File: config.mk
export PLATFORM = sky130hd
export DESIGN_NAME = add_round_key_stage_flat
export DESIGN_NICKNAME = d
export VERILOG_FILES = /design/src/rtl/add_round_key_stage_if.sv /design/src/rtl/add_round_key_stage.sv /design/src/flat_wrapper.sv
export SDC_FILE = /design/constraint.sdc
export NUM_CORES = 1
export LEC_CHECK = 0
export BUFFER_PORTS_ARGS = -buffer_cell sky130_fd_sc_hd__buf_4
export CAP_MARGIN = 20
export CORE_UTILIZATION = 44
export DETAILED_ROUTE_END_ITERATION = 10
export PLACE_DENSITY_LB_ADDON = 0.05
export SLEW_MARGIN = 20
export SYNTH_ARGS = -nofsm -noshare
export SYNTH_HDL_FRONTEND = slang
export SYNTH_SLANG_ARGS = --single-unit
File: constraint.sdc
create_clock -name clk -period 2.3 [get_ports clk]
set_input_delay 0.46 -clock clk [delete_from_list [all_inputs] [get_ports clk]]
set_output_delay 0.46 -clock clk [all_outputs]
set_load 0.05 [all_outputs]
File: src/rtl/add_round_key_stage_if.sv
// add_round_key_stage_if: state/key handshake and result bundle for the AddRoundKey stage.
interface add_round_key_stage_if;
    logic [127:0] state;
    logic         enable;
    logic [31:0]  key_word;
    logic         key_valid;
    logic         key_ready;
    logic [127:0] state_out;
    logic         done;
    logic         busy;
    logic         err;
    modport master (output state, enable, key_word, key_valid,
                    input  key_ready, state_out, done, busy, err);
    modport slave  (input  state, enable, key_word, key_valid,
                    output key_ready, state_out, done, busy, err);
endinterface

File: src/rtl/add_round_key_stage.sv
// add_round_key_stage: captures the state, assembles a streamed round key, registers state ^ key and pulses done.
// Define ARK_ERR_FLAG_EN to build the sticky protocol-error flag on err (tied low otherwise).
module add_round_key_stage #(
    parameter int KEY_WORDS = 4
) (
    input logic                  clk,
    input logic                  rst,
    add_round_key_stage_if.slave bus
);
    localparam int KW = KEY_WORDS * 32;
    localparam int CW = $clog2(KEY_WORDS);

    typedef enum logic [1:0] {S_IDLE, S_WAIT, S_APPLY} fsm_t;

    fsm_t          fsm_q, fsm_d;
    logic [CW-1:0] cnt_q, cnt_d;
    logic          key_full_q, key_full_d;
    logic [KW-1:0] key_buf_q, key_buf_d;
    logic [127:0]  state_buf_q, state_buf_d;
    logic [127:0]  state_out_q, state_out_d;
    logic          done_q, done_d;
    logic          key_ready_now, accept, last;

    always_comb begin
        key_ready_now = !key_full_q && fsm_q != S_APPLY;
        accept        = bus.key_valid && key_ready_now;
        last          = accept && cnt_q == CW'(KEY_WORDS - 1);
        fsm_d         = fsm_q;
        cnt_d         = accept ? (last ? '0 : cnt_q + 1'b1) : cnt_q;
        key_full_d    = key_full_q | last;
        key_buf_d     = key_buf_q;
        if (accept) key_buf_d[cnt_q*32 +: 32] = bus.key_word;
        state_buf_d   = (fsm_q == S_IDLE && bus.enable) ? bus.state : state_buf_q;
        state_out_d   = state_out_q;
        done_d        = 1'b0;
        // a 4th word landing on this edge counts as a full key for the transition
        if (fsm_q == S_IDLE && bus.enable) fsm_d = (key_full_q || last) ? S_APPLY : S_WAIT;
        else if (fsm_q == S_WAIT && (key_full_q || last)) fsm_d = S_APPLY;
        else if (fsm_q == S_APPLY) begin
            fsm_d       = S_IDLE;
            state_out_d = state_buf_q ^ key_buf_q;
            done_d      = 1'b1;
            key_full_d  = 1'b0;
            cnt_d       = '0;
        end
    end

    always_ff @(posedge clk or negedge rst) begin
        if (!rst) begin
            fsm_q       <= S_IDLE;
            cnt_q       <= '0;
            key_full_q  <= 1'b0;
            key_buf_q   <= '0;
            state_buf_q <= '0;
            state_out_q <= '0;
            done_q      <= 1'b0;
        end else begin
            fsm_q       <= fsm_d;
            cnt_q       <= cnt_d;
            key_full_q  <= key_full_d;
            key_buf_q   <= key_buf_d;
            state_buf_q <= state_buf_d;
            state_out_q <= state_out_d;
            done_q      <= done_d;
        end
    end

    assign bus.key_ready = key_ready_now;
    assign bus.state_out = state_out_q;
    assign bus.done      = done_q;
    assign bus.busy      = fsm_q != S_IDLE;

`ifdef ARK_ERR_FLAG_EN
    logic [3:0] stall_q, stall_d;
    logic       err_q, err_d;

    // stall_q saturates at 8 so the 9th consecutive refused cycle raises err
    always_comb begin
        stall_d = (bus.key_valid && !key_ready_now) ? (stall_q == 4'd8 ? stall_q : stall_q + 4'd1) : 4'd0;
        err_d   = err_q | (bus.enable && fsm_q != S_IDLE) | (stall_q == 4'd8 && bus.key_valid && !key_ready_now);
    end

    always_ff @(posedge clk or negedge rst) begin
        if (!rst) begin
            stall_q <= 4'd0;
            err_q   <= 1'b0;
        end else begin
            stall_q <= stall_d;
            err_q   <= err_d;
        end
    end

    assign bus.err = err_q;
`else
    assign bus.err = 1'b0;
`endif
endmodule

File: src/flat_wrapper.sv
// flat-port wrapper written by rule: the top's interface ports become plain ports
module add_round_key_stage_flat 
#(
    parameter int KEY_WORDS = 4
)
  (clk, rst, bus_state, bus_enable, bus_key_word, bus_key_valid, bus_key_ready, bus_state_out, bus_done, bus_busy, bus_err);
  add_round_key_stage_if bus_i ();
  input logic clk;
  input logic rst;
  input wire logic [$bits(bus_i.state)-1:0] bus_state;
  input wire logic [$bits(bus_i.enable)-1:0] bus_enable;
  input wire logic [$bits(bus_i.key_word)-1:0] bus_key_word;
  input wire logic [$bits(bus_i.key_valid)-1:0] bus_key_valid;
  output wire logic [$bits(bus_i.key_ready)-1:0] bus_key_ready;
  output wire logic [$bits(bus_i.state_out)-1:0] bus_state_out;
  output wire logic [$bits(bus_i.done)-1:0] bus_done;
  output wire logic [$bits(bus_i.busy)-1:0] bus_busy;
  output wire logic [$bits(bus_i.err)-1:0] bus_err;
  assign bus_i.state = bus_state;
  assign bus_i.enable = bus_enable;
  assign bus_i.key_word = bus_key_word;
  assign bus_i.key_valid = bus_key_valid;
  assign bus_key_ready = bus_i.key_ready;
  assign bus_state_out = bus_i.state_out;
  assign bus_done = bus_i.done;
  assign bus_busy = bus_i.busy;
  assign bus_err = bus_i.err;
  add_round_key_stage #(.KEY_WORDS(KEY_WORDS)) u_core (.clk(clk), .rst(rst), .bus(bus_i));
endmodule
==> impl_metrics.env, run 1 <==
export IMPL_status="finished clean"
export IMPL_yosys_warnings=0
export IMPL_synth_fa_ha_area_share_pct=0.382
export IMPL_mostFrequentLayoutCells="dfrtp_1 (390), buf_4 (310), nand2_1 (255)"
export IMPL_slew_headroom_pct=58.1
export IMPL_skew_ns=0.0157
export IMPL_antenna_found_initial=0
export IMPL_crit_path_max_fanout=8
export IMPL_multiInputGateArea_sq_um=5740
export IMPL_drt_iter0_markers=374
export IMPL_syn_area_sq_um=16400
export IMPL_seq_area_sq_um=9760
export IMPL_synth_top_area_share_pct=59.5
export IMPL_dpl_hpwl_um=27400
export IMPL_ys_types=26
export IMPL_antenna_left=0
export IMPL_grt_usage_pct=21.2
export IMPL_grt_pass1_vias=10900
export IMPL_cts_buffer_depth=3
export IMPL_max_cap_violations=0
export IMPL_cts_tree="done"
export IMPL_hold_path_class="primary input to flop"
export IMPL_cts_resized=0
export IMPL_synth_xor_area_share_pct=6.89
export IMPL_startpoint_type="flop"
export IMPL_numCtsBuffers=44
export IMPL_place_congestion=0.759
export IMPL_core_area_sq_um=36600
export IMPL_crit_type="flop to output pin"
export IMPL_synth_top_cell_by_area="dfrtp_1"
export IMPL_grt_pass1_wl_um=61900
export IMPL_rsz0062_at_grt="no"
export IMPL_drive_gt1_share_pct=30.9
export IMPL_vias=10500
export IMPL_synthMuxAreaShare_pct=16.6
export IMPL_final_hold_viol_count=0
export IMPL_synth_top_family_by_area="multiplexers"
export IMPL_ff2ff_setup_slack_ns=0.45
export IMPL_clock_latency_ns=0.56
export IMPL_crit_arrival_ns=1.67
export IMPL_vias_per_cell=4.78
export IMPL_cp_end_kind="output pin"
export IMPL_grt_ovfl_total=0
export IMPL_syn_inst=1392
export IMPL_final_nets=1862
export IMPL_fin_setup_tns_ns=0
export IMPL_io_buffers=294
export IMPL_fmaxAchievable_mhz=470
export IMPL_synth_compound_area_share_pct=4.03
export IMPL_setup_viol=0
export IMPL_leakage_nw=9.46
export IMPL_wl_per_cell_um=17.8
export IMPL_syn_nets=1561
export IMPL_fp_dieH_um=195
export IMPL_avgSynthCellArea_sq_um=11.8
export IMPL_tightest_slew_ns=0.629
export IMPL_design_area_sq_um=20600
export IMPL_min_period_ns=2.13
export IMPL_cts_sinks=390
export IMPL_cts_setup_buffers=0
export IMPL_die_area_sq_um=38000
export IMPL_clkTransAtPathRegs_ns=0.06
export IMPL_die_w_um=195
export IMPL_vdd_drop_max_mv=0.825
export IMPL_wirelength_um=39000
export IMPL_ctsHoldBuffers=1
export IMPL_power_density_nw_per_um2=1590
export IMPL_required_ns=1.84
export IMPL_yosys_top_cells_area="dfrtp_1 (60%), mux2_2 (8.9%), mux2i_1 (7.7%)"
export IMPL_final_max_slew_viol_count=0
export IMPL_yosysSeqAreaShare_pct=59.5
export IMPL_first_pass_iters=4
export IMPL_grt_max_degree=129
export IMPL_synth_seq_cells=390
export IMPL_p_total_mw=32.8
export IMPL_start_util_pct=44.8
export IMPL_synth_simple_gate_area_share_pct=6.86
export IMPL_areaGrowthSynthToFinish_pct=26.0
export IMPL_io_pins=296
export IMPL_row_count=70
export IMPL_dpl_cell_area_sq_um=19200
export IMPL_final_common_cell="dfrtp_1"
export IMPL_htree_levels=2
export IMPL_fillCellCount=3178
export IMPL_fin_crit_sh_pct=92.5
export IMPL_drc=0
export IMPL_root_buffer="clkbuf_16"
## cell families (layout without fill, tap and decap cells)
family | after synthesis | after routing
buffers and inverters | 203 | 534
multiplexers | 256 | 256
flip-flops | 390 | 390
AO/OA/AOI/OAI | 132 | 132
other | 1 | 2
AND/OR/NAND/NOR | 276 | 276
XOR/XNOR | 129 | 129
adder cells (fa/ha/maj) | 5 | 5
## stage by stage
| stage | std cells | utilization (%) | worst slack [ns] | hold slack, ns |
|---|---|---|---|---|
| after floorplan | 1392 | - | 0.229 | 0.164 |
| after global placement | 2114 | 52.5 | 0.328 | 0.383 |
| after detailed placement | 2114 | 52.5 | 0.291 | 0.385 |
| after CTS | 2191 | 56.4 | 0.132 | 0.107 |
| after global routing | 2191 | 56.4 | 0.0495 | 0.116 |
| final | 2192 | 56.4 | 0.171 | 0.131 |
## worst paths after layout
check / start / endpoint / cells past startpoint
worst max-delay path: u_core.fsm_q[0]$_DFFE_PN0P_ / bus_key_ready / 4
worst max register to register: u_core.key_full_q$_DFF_PN0_ / u_core.key_buf_q[80]$_DFFE_PN0P_ / 4
max in group asynchronous: rst / u_core.state_buf_q[62]$_DFFE_PN0P_ / 3
worst min-delay path: bus_state[19] / u_core.state_buf_q[19]$_DFFE_PN0P_ / 2
worst min register to register: u_core.bus.state_out[77]$_DFFE_PN0P_ / u_core.bus.state_out[77]$_DFFE_PN0P_ / 2
min in group asynchronous: rst / u_core.state_buf_q[100]$_DFFE_PN0P_ / 2
## cells in the mapped netlist
master      n
dfrtp_1   390
nand3b_1    1
and3_4      3
ha_1        5
conb_1      1
nor3_1      1
buf_4       4
nor3b_1     2
and3b_1     1
o21ai_0   128
mux2_2    130
nor2_1      4
buf_6      14
inv_1     130
nor3_2      1
xnor2_1   129
nand3_2     1
nor3b_2     3
mux2i_1   126
a21oi_1     4
or2_2       1
nand2_1   255
clkbuf_1   22
buf_2      33
nand2b_1    2
nor2b_1     1
## state kept, by name, indices dropped and copies added, names as in the netlist
register and cells:
u_core.bus.state_out 128, u_core.key_buf_q 128, u_core.state_buf_q 128, u_core.cnt_q 2
u_core.fsm_q 2, u_core.bus.done 1, u_core.key_full_q 1
## cell type report
class	count	area share, %
multi-input cells	799	27.8
diodes	1	0.0121
inverters	130	2.36
repair buffers	328	12.9
clock inverters	7	0.291
well taps	468	2.84
clock buffers	69	6.47
flip-flops and latches	390	47.3
## critical path, stage by stage, from the launching register on
cell and delay, ns:
dfrtp_1 0.40, nand2b_4 0.22, inv_1 0.12, nor2_1 0.15
buf_4 0.22
## power by group
group	switching, mW	internal, mW
Sequential	2.26	10.2
Combinational	7.96	5.64
Clock	2.72	4.07
Total	12.9	19.9
## per-layer routing
metal / share of wire (%) / wire length (um) / global-route usage [%]
met5: 0 / 0 / 0
met4: 2.1 / 836 / 6.77
met3: 5.2 / 2030 / 4.84
met2: 49 / 19100 / 34.8
met1: 44 / 17100 / 28.0
Note: power is estimated with default switching activity, not from simulation.
==> run 2: changes to the inputs <==
--- a/config.mk
+++ b/config.mk
@@ -5,11 +5,14 @@
 export SDC_FILE = /design/constraint.sdc
 export NUM_CORES = 1
 export LEC_CHECK = 0
+export ABC_AREA = 1
 export BUFFER_PORTS_ARGS = -buffer_cell sky130_fd_sc_hd__buf_4
 export CAP_MARGIN = 20
+export CORE_ASPECT_RATIO = 1.1
 export CORE_UTILIZATION = 44
 export DETAILED_ROUTE_END_ITERATION = 10
 export PLACE_DENSITY_LB_ADDON = 0.05
+export SETUP_SLACK_MARGIN = 0.02
 export SLEW_MARGIN = 20
 export SYNTH_ARGS = -nofsm -noshare
 export SYNTH_HDL_FRONTEND = slang
==> run 2 against run 1 <==
  * Final area shrank 2.6%
  * Count of clock-buffer cells in the layout shrank 10
  * Register-to-register slack is essentially flat
  * Critical endpoint unchanged
  * Largest power group unchanged
==> impl_metrics.env, run 2 <==
export IMPL_status="finished clean"
export IMPL_htree_levels=2
export IMPL_whs_path_depth=3
export IMPL_first_pass_iters=6
export IMPL_max_cap_violations=0
export IMPL_cts_setup_buffers=0
export IMPL_vias_per_cell=4.92
export IMPL_vdd_drop_max_mv=0.862
export IMPL_antenna_left=0
export IMPL_rr_worst_depth=6
export IMPL_synth_commonest_cells="nand2_1 (804), dfrtp_1 (390), o21ai_0 (152)"
export IMPL_leakage_nw=10.2
export IMPL_p_total_mw=31.4
export IMPL_cts_sinks=390
export IMPL_drt_iter0_markers=937
export IMPL_ys_types=26
export IMPL_mostFrequentLayoutCells="nand2_1 (803), dfrtp_1 (389), buf_4 (312)"
export IMPL_syn_inst=1763
export IMPL_hold_slack_ns=0.116
export IMPL_drive_gt1_share_pct=19.7
export IMPL_syn_area_sq_um=16200
export IMPL_final_common_cell="nand2_1"
export IMPL_ff2ff_setup_slack_ns=0.44
export IMPL_synth_edf_count=0
export IMPL_antenna_found_initial=1
export IMPL_power_density_nw_per_um2=1560
export IMPL_timing_rr_end="u_core.key_buf_q[5]$_DFFE_PN0P_"
export IMPL_clkTransAtPathRegs_ns=0.06
export IMPL_yosys_warnings=0
export IMPL_fmaxAchievable_mhz=472
export IMPL_final_max_slew_viol_count=0
export IMPL_grt_ovfl_total=0
export IMPL_fin_crit_sh_pct=92.2
export IMPL_cp_endpoint="bus_key_ready"
export IMPL_fin_setup_tns_ns=0
export IMPL_placed_cells=2467
export IMPL_grt_pass1_wl_um=69500
export IMPL_synth_seq_cells=390
export IMPL_avgSynthCellArea_sq_um=9.18
export IMPL_ys_async_sr_fraction_pct=100
export IMPL_fin_ws_ns=0.180
export IMPL_startpoint="u_core.fsm_q[1]$_DFFE_PN0P_"
export IMPL_io_buffers=294
export IMPL_slew_headroom_pct=49.1
export IMPL_cts_buffer_depth=3
export IMPL_r2r_start="u_core.cnt_q[0]$_DFF_PN0_"
export IMPL_start_util_pct=44.7
export IMPL_crit_path_max_fanout=4
export IMPL_row_count=73
export IMPL_dp_slack_ns=0.453
export IMPL_tightest_slew_ns=0.764
export IMPL_skew_ns=0.00923
export IMPL_rsz0062_at_grt="no"
export IMPL_setup_viol=0
export IMPL_root_buffer="clkbuf_16"
export IMPL_syn_nets=1932
export IMPL_io_pins=296
export IMPL_grt_pass1_vias=12200
export IMPL_yosysMostFrequentCell="nand2_1"
export IMPL_clock_latency_ns=0.53
export IMPL_fp_dieH_um=203
export IMPL_yosys_top_cells_area="dfrtp_1 (60%), nand2_1 (19%), xnor2_1 (6.9%)"
export IMPL_final_hold_viol_count=0
export IMPL_areaGrowthSynthToFinish_pct=24.2
export IMPL_drc=0
export IMPL_grt_usage_pct=24.4
export IMPL_grt_max_degree=192
export IMPL_dpl_hpwl_um=30200
export IMPL_die_w_um=185
export IMPL_wirelength_um=45300
export IMPL_crit_type="flop to output pin"
export IMPL_numCtsBuffers=41
export IMPL_fin_cells=2537
export IMPL_place_congestion=0.824
export IMPL_required_ns=1.84
export IMPL_min_period_ns=2.12
export IMPL_crit_arrival_ns=1.66
export IMPL_dpl_cell_area_sq_um=18800
export IMPL_cp_end_kind="output pin"
export IMPL_finish_utilization_pct=55.6
export IMPL_vias=12500
export IMPL_die_area_sq_um=37600
export IMPL_wl_per_cell_um=17.8
export IMPL_synth_ff_type="dfrtp_1"
export IMPL_yosysSeqAreaShare_pct=60.3
export IMPL_cts_tree="done"
export IMPL_core_area_sq_um=36200
export IMPL_synth_top_cell_by_area="dfrtp_1"
export IMPL_design_area_sq_um=20100
export IMPL_num_antenna_cells=0
export IMPL_synth_top_area_share_pct=60.3
export IMPL_startpoint_type="flop"
export IMPL_hold_path_class="primary input to flop"
export IMPL_final_nets=2193
run 2: power breakdown:
| part | switching (mW) | leakage, nW | total, mW | internal, mW |
|---|---|---|---|---|
| combinational | 8.37 | 4.54 | 12.9 | 4.51 |
| clock | 2.64 | 0.643 | 6.33 | 3.69 |
| sequential | 2.31 | 5.06 | 12.2 | 9.91 |
| total | 13.3 | 10.2 | 31.4 | 18.1 |
run 2: how the worst min path moves through the flow:
stage | start | to
floorplan | rst | u_core.bus.done$_DFF_PN0_
global placement | rst | u_core.bus.state_out[101]$_DFFE_PN0P_
detailed placement | rst | u_core.bus.state_out[101]$_DFFE_PN0P_
CTS | bus_state[71] | u_core.state_buf_q[71]$_DFFE_PN0P_
global route | bus_state[81] | u_core.state_buf_q[81]$_DFFE_PN0P_
finish | bus_state[70] | u_core.state_buf_q[70]$_DFFE_PN0P_
run 2: critical path, stage by stage (launching register included):
cell	delay [ns]
dfrtp_1	0.47
inv_1	0.09
nor2_1	0.23
nor2_1	0.13
buf_4	0.21
run 2: cell families after synthesis:
kind of cell	Yosys count	share of synthesized area (%)
XOR/XNOR	128	6.93
buffers and inverters	126	3.78
adder cells (fa/ha/maj)	5	0.387
AO/OA/AOI/OAI	163	5.13
other	1	0.0232
flip-flops	390	60.3
AND/OR/NAND/NOR	950	23.4
run 2: cell type report:
type                       count  area, sq um
timing repair buffer         322         2530
sequential                   390         9760
clock buffer                  59         1230
multi-input combinational   1247         5840
inverter                      22         85.1
fill                        3404        16100
tap                          487          609
clock inverter                10         53.8
run 2: routing by layer:
layer,wire length (um),up-vias,track usage [%]
met5,11,-,0
met4,1800,2,9.71
met3,3040,87,5.20
met2,20700,376,38.1
met1,19700,5945,33.2
li1,-,6065,-
run 2: timing repair:
item | CTS | global route
gates resized for setup | 0 | 0
hold buffers | 1 | 0
hold endpoints to repair | 38 | 0
